## config.mk

```make
export PLATFORM = sky130hd
export DESIGN_NAME = usr_shift_bank
export DESIGN_NICKNAME = d
export VERILOG_FILES = /design/src/rtl/usr_pkg.sv /design/src/rtl/usr_bit_cell.sv /design/src/rtl/usr_shift_bank.sv
export SDC_FILE = /design/constraint.sdc
export NUM_CORES = 1
export LEC_CHECK = 0
export CORE_AREA = 2 2 48 50
export DETAILED_ROUTE_END_ITERATION = 6
export DIE_AREA = 0 0 50 52
export PLACE_DENSITY = 0.66
export SYNTH_ARGS = -nofsm -noshare
export SYNTH_HDL_FRONTEND = slang
export SYNTH_SLANG_ARGS = --single-unit
```

## constraint.sdc

```tcl
create_clock -name clk -period 1.4 [get_ports clk]
set_input_delay 0.21 -clock clk [delete_from_list [all_inputs] [get_ports clk]]
set_output_delay 0.21 -clock clk [all_outputs]
set_load 0.05 [all_outputs]
```

## src/rtl/usr_pkg.sv

```systemverilog
// Shared definitions for the universal shift register bank:
// mode encodings and the counter-width helper.
package usr_pkg;

    localparam logic [1:0] MODE_HOLD = 2'b00;
    localparam logic [1:0] MODE_SHR  = 2'b01;
    localparam logic [1:0] MODE_SHL  = 2'b10;
    localparam logic [1:0] MODE_LOAD = 2'b11;

    // Width of a counter that must reach WIDTH-1 before wrapping.
    function automatic int unsigned usr_cnt_w(input int unsigned width);
        return $clog2(width);
    endfunction

endpackage

```

## src/rtl/usr_bit_cell.sv

```systemverilog
// One bit of the shift bank: 4:1 next-state mux feeding a flip-flop
// with synchronous active-low reset and clock enable.
module usr_bit_cell
    import usr_pkg::*;
(
    input  logic       clk_i,
    input  logic       reset_ni,
    input  logic       en_i,
    input  logic [1:0] mode_i,
    input  logic       shr_in_i,
    input  logic       shl_in_i,
    input  logic       load_i,
    input  logic       rst_val_i,
    output logic       q_o
);

    logic q_q;
    logic q_d;

    // Select the next value of this bit from the operating mode.
    always_comb begin
        q_d = q_q;
        case (mode_i)
            MODE_HOLD: q_d = q_q;
            MODE_SHR:  q_d = shr_in_i;
            MODE_SHL:  q_d = shl_in_i;
            MODE_LOAD: q_d = load_i;
            default:   q_d = q_q;
        endcase
    end

    // Bit storage; reset wins over enable.
    always_ff @(posedge clk_i) begin
        if (!reset_ni) begin
            q_q <= rst_val_i;
        end else if (en_i) begin
            q_q <= q_d;
        end
    end

    assign q_o = q_q;

endmodule

```

## src/rtl/usr_shift_bank.sv

```systemverilog
// Parametrised universal shift register (hold / shift right / shift left /
// parallel load) with a shift counter that pulses `done` after every WIDTH
// shifts. Optional build macro USR_ROTATE_EN adds a `rot` input that turns
// shifts into rotates (serial inputs ignored).
module usr_shift_bank
    import usr_pkg::*;
#(
    parameter int unsigned       WIDTH   = 8,
    parameter logic [WIDTH-1:0]  RST_VAL = '0,
    localparam int unsigned      CW      = usr_cnt_w(WIDTH)
) (
    input  logic             clk,
    input  logic             reset,
    input  logic             en,
    input  logic [1:0]       mode,
`ifdef USR_ROTATE_EN
    input  logic             rot,
`endif
    input  logic [WIDTH-1:0] d,
    input  logic             sin_r,
    input  logic             sin_l,
    output logic [WIDTH-1:0] q,
    output logic             sout_r,
    output logic             sout_l,
    output logic             done,
    output logic [CW-1:0]    cnt
);

    logic [WIDTH-1:0] q_w;
    logic             ser_r;
    logic             ser_l;
    logic [CW-1:0]    cnt_q;
    logic [CW-1:0]    cnt_d;
    logic             done_q;
    logic             done_d;

    // Serial bits entering at the ends; in rotate mode they wrap around.
`ifdef USR_ROTATE_EN
    assign ser_r = rot ? q_w[0]       : sin_r;
    assign ser_l = rot ? q_w[WIDTH-1] : sin_l;
`else
    assign ser_r = sin_r;
    assign ser_l = sin_l;
`endif

    for (genvar i = 0; i < WIDTH; i++) begin : g_cell
        logic upper;
        logic lower;

        if (i == WIDTH - 1) begin : g_top
            assign upper = ser_r;
        end else begin : g_mid_hi
            assign upper = q_w[i+1];
        end

        if (i == 0) begin : g_bot
            assign lower = ser_l;
        end else begin : g_mid_lo
            assign lower = q_w[i-1];
        end

        usr_bit_cell u_cell (
            .clk_i     (clk),
            .reset_ni  (reset),
            .en_i      (en),
            .mode_i    (mode),
            .shr_in_i  (upper),
            .shl_in_i  (lower),
            .load_i    (d[i]),
            .rst_val_i (RST_VAL[i]),
            .q_o       (q_w[i])
        );
    end

    // Shift counter next state: counts both directions, wraps at WIDTH-1
    // and raises done on the wrapping edge; a load clears it.
    always_comb begin
        cnt_d  = cnt_q;
        done_d = 1'b0;
        if (en) begin
            case (mode)
                MODE_SHR, MODE_SHL: begin
                    if (cnt_q == CW'(WIDTH - 1)) begin
                        cnt_d  = '0;
                        done_d = 1'b1;
                    end else begin
                        cnt_d = cnt_q + CW'(1);
                    end
                end
                MODE_LOAD: cnt_d = '0;
                default:   cnt_d = cnt_q;
            endcase
        end
    end

    // Counter and done registers; reset discards any partial count.
    always_ff @(posedge clk) begin
        if (!reset) begin
            cnt_q  <= '0;
            done_q <= 1'b0;
        end else begin
            cnt_q  <= cnt_d;
            done_q <= done_d;
        end
    end

    assign q      = q_w;
    assign sout_r = q_w[0];
    assign sout_l = q_w[WIDTH-1];
    assign done   = done_q;
    assign cnt    = cnt_q;

endmodule

```

==> metrics.md <==
| Metric | Value |
|---|---|
| Reg clk slew, reported paths | 0.08 ns |
| Synth Area per Inst | 9.06 um^2 |
| Num Clock Sinks | 12 |
| Maximum vdd drop | 850 uV |
| R2r startpoint | cnt[0]$_SDFFE_PN0P_ |
| Number of top-level pins | 29 |
| FF-to-FF setup slack | 0.17 ns |
| Slew Viols, Final | 0 |
| Total Routed Length | 1680 um |
| CP endpoint kind | flop |
| Largest net degree at the start of global routing | 20 |
| Critical-path top delay cell | dfxtp_1 |
| Worst EP required | 1.61 ns |
| Place WS | -0.303 ns |
| Core area | 0.00211 mm^2 |
| Async SR Flop Fraction | 0% |
| Pre-antenna DRT Iters | 4 |
| Final ANT Viol Nets | 0 |
| Slew margin rel. | 73.9% |
| Root Buffer | clkbuf_4 |
| Layout Cells excl Fill | 129 |
| Initial DRC Count | 12 |
| Hold Path Sink | cnt[2]$_SDFFE_PN0P_ |
| Critical path data arrival time | 1.44 ns |
| Vias per cell | 4.96 |
| Crit share post-route | 87.7% |
| Distinct cell type count after synthesis | 20 |
| Total gr overflow | 0 |
| Synth warnings | 0 |
| Critical Path Max Stage Delay | 0.36 ns |
| Crit path cell chain | ha_1, ha_1, nor2_1, nand3_1, a21boi_1 |
| Reg2Reg Depth | 5 |
| Cell mode on critical path | ha_1 |
| Hold Path Stages | 2 |
| HPWL after DPL | 1240 um |
| Overall Power | 1.03 mW |
| CP Launch Type | flop |
| Post-synthesis register bit count | 12 |
| Post-CTS Hold Buffers | 0 |
| Worst R2R End | cnt[1]$_SDFFE_PN0P_ |
| Antenna cells | 0 |
| Die width | 50 um |
| Worst skew pair latency | 0.27 ns |
| First-pass GRT wire length | 2650 um |
| Clock tree buffer depth | 2 |
| Number of port buffers | 28 |
| CTS tree | built |
| Placed cell area | 0.00107 mm^2 |
| Sequential-to-total area share from yosys stat | 34.0% |
| Die height | 52 um |
| Maximum clock rate | 814 MHz |
| Routability cong. | 0.745 |
| Share of the synthesized area in the top cell type | 34.0% |
| DR WL/cell | 13.0 um |
| Post-route clock skew | 0.00163 ns |
| Total CTS buffers | 3 |
| Via count | 640 |
| Worst Tran Pin Value | 0.390 ns |
| Vias in the first global route | 598 |
| Synth top area cells | dfxtp_1 34%, buf_4 9.6%, ha_1 8.8%, a22oi_1 8.5%, a31oi_1 7.1% |
| Hold WS | 0.510 ns |
| Setup ws final | 0.172 ns |
| Post-synthesis cell count | 78 |
| Cell taking the most area after synthesis | dfxtp_1 |
| Setup tns final | 0 ns |
| GRT Total Usage | 13.3% |
| Final hold vios | 0 |
| Site Rows | 17 |
| Area grow syn2layout | 65.8% |
| Pwr/cell area | 875 mW/mm^2 |
| Initial antenna violation count | 0 |
| Status | finished, final reports clean |
| CP Class | reg2reg |
| Max Fanout on Critical Path | 4 |
| P_leak | 0.470 nW |
| Final instance area | 0.00117 mm^2 |
| Syn Nets | 98 |
| EDFF count, synth | 0 |
| H-tree levels | 1 |
| Fin util | 55.7% |
| RSZ-0062 raised after global routing | no |
| Final nets | 122 |
| Top FF cell, synth | dfxtp_1 |
| # setup viols final | 0 |
| Placed cell count | 122 |
| Final critical-path required period | 1.23 ns |
| Die area | 0.00260 mm^2 |
| Worst min path class | reg2reg |
| Mapped Area | 707 um^2 |
| DRC | 0 |
| Initial core utilization | 33.6% |
| Maxcap violations | 0 |
| Hold path startpoint | cnt[2]$_SDFFE_PN0P_ |
| Share of layout cells above drive strength 1 | 30.7% |
-- worst max-delay path by stage --
stage	slack [ns]	from	depth (start not counted)	to
2_1_floorplan	0.07	cnt[0]$_SDFFE_PN0P_	4	cnt[2]$_SDFFE_PN0P_
3_3_place_gp	-0.24	mode[0]	6	g_cell[0].u_cell.q_o$_SDFFE_PN0P_
3_5_place_dp	-0.30	mode[0]	6	g_cell[4].u_cell.q_o$_SDFFE_PN0P_
4_1_cts	0.01	mode[0]	6	g_cell[4].u_cell.q_o$_SDFFE_PN0P_
5_1_grt	0.07	cnt[0]$_SDFFE_PN0P_	5	cnt[1]$_SDFFE_PN0P_
6_report	0.17	cnt[0]$_SDFFE_PN0P_	5	cnt[1]$_SDFFE_PN0P_
-- registers in the layout, indices dropped and copies added, names as in the netlist --
name / count
g_cell.u_cell.q_o: 8
cnt: 3
done: 1
-- metal layers --
| layer | global-route usage (%) | vias up | wire length [um] |
|---|---|---|---|
| met5 | 0 | - | 0 |
| met4 | 1.39 | 0 | 0 |
| met3 | 5.46 | 0 | 120 |
| met2 | 24.3 | 28 | 867 |
| met1 | 14.7 | 294 | 692 |
| li1 | - | 318 | - |
-- layout make-up --
class / count / area [um^2]
Timing Repair Buffer: 32 / 485
Sequential cell: 12 / 240
Clock buffer: 4 / 36.3
Multi-Input combinational cell: 51 / 368
Tap cell: 28 / 35.0
Inverter: 2 / 7.51
Fill cell: 175 / 933
-- synth_stat cells (all sizes together) (2+ instances only) --
cell / count
ha: 5
nor2: 2
o21ai: 8
a31oi: 8
buf: 13
inv: 2
a22oi: 8
nand3b: 2
dfxtp: 12
nand2: 11
a21boi: 3
-- where the power goes --
part           switching (mW)  internal (mW)  total (mW)  leakage [nW]
combinational           0.165          0.182       0.347         0.351
sequential             0.0358          0.362       0.398        0.0986
clock                   0.122          0.158       0.280        0.0210
total                   0.324          0.702        1.03         0.470
-- worst max-delay path, delay by kind of cell, from the launching register on --
kind | cells | cell delay (ns)
AOI/OAI and AO/OA | 1 | 0.13
adders and majority gates | 2 | 0.41
and+or+nand+nor | 2 | 0.26
DFF | 1 | 0.36
-- cell families (layout without fill, tap and decap cells) --
family / after synthesis / in the layout / synth area share, %
AO/OA/AOI/OAI: 27 / 27 / 25.5
AND/OR/NAND/NOR: 19 / 19 / 15.2
buffers and inverters: 15 / 38 / 16.5
flip-flops: 12 / 12 / 34.0
adder cells (fa/ha/maj): 5 / 5 / 8.85
-- cell usage in the layout, fill, tap and decap left out, drive strengths merged --
master          n
nand3b          2
clkbuf          5
nor2            2
and4            1
dfxtp          12
nor2b           1
ha              5
clkdlybuf4s50  12
nand2          11
buf            17
a21boi          3
dlymetal6s2s    2
a31oi           8
a22oi           8
o21ai           8
or2b            1
inv             2
nand3           1
-- what timing repair did --
item | 4_1_cts | 5_1_grt
cloned | 0 | 1
resized for setup | 0 | 7
setup buffers | 0 | 2
setup endpoints to repair | 1 | 11
pin swaps | 1 | 1
(Power assumes the default switching activity.)
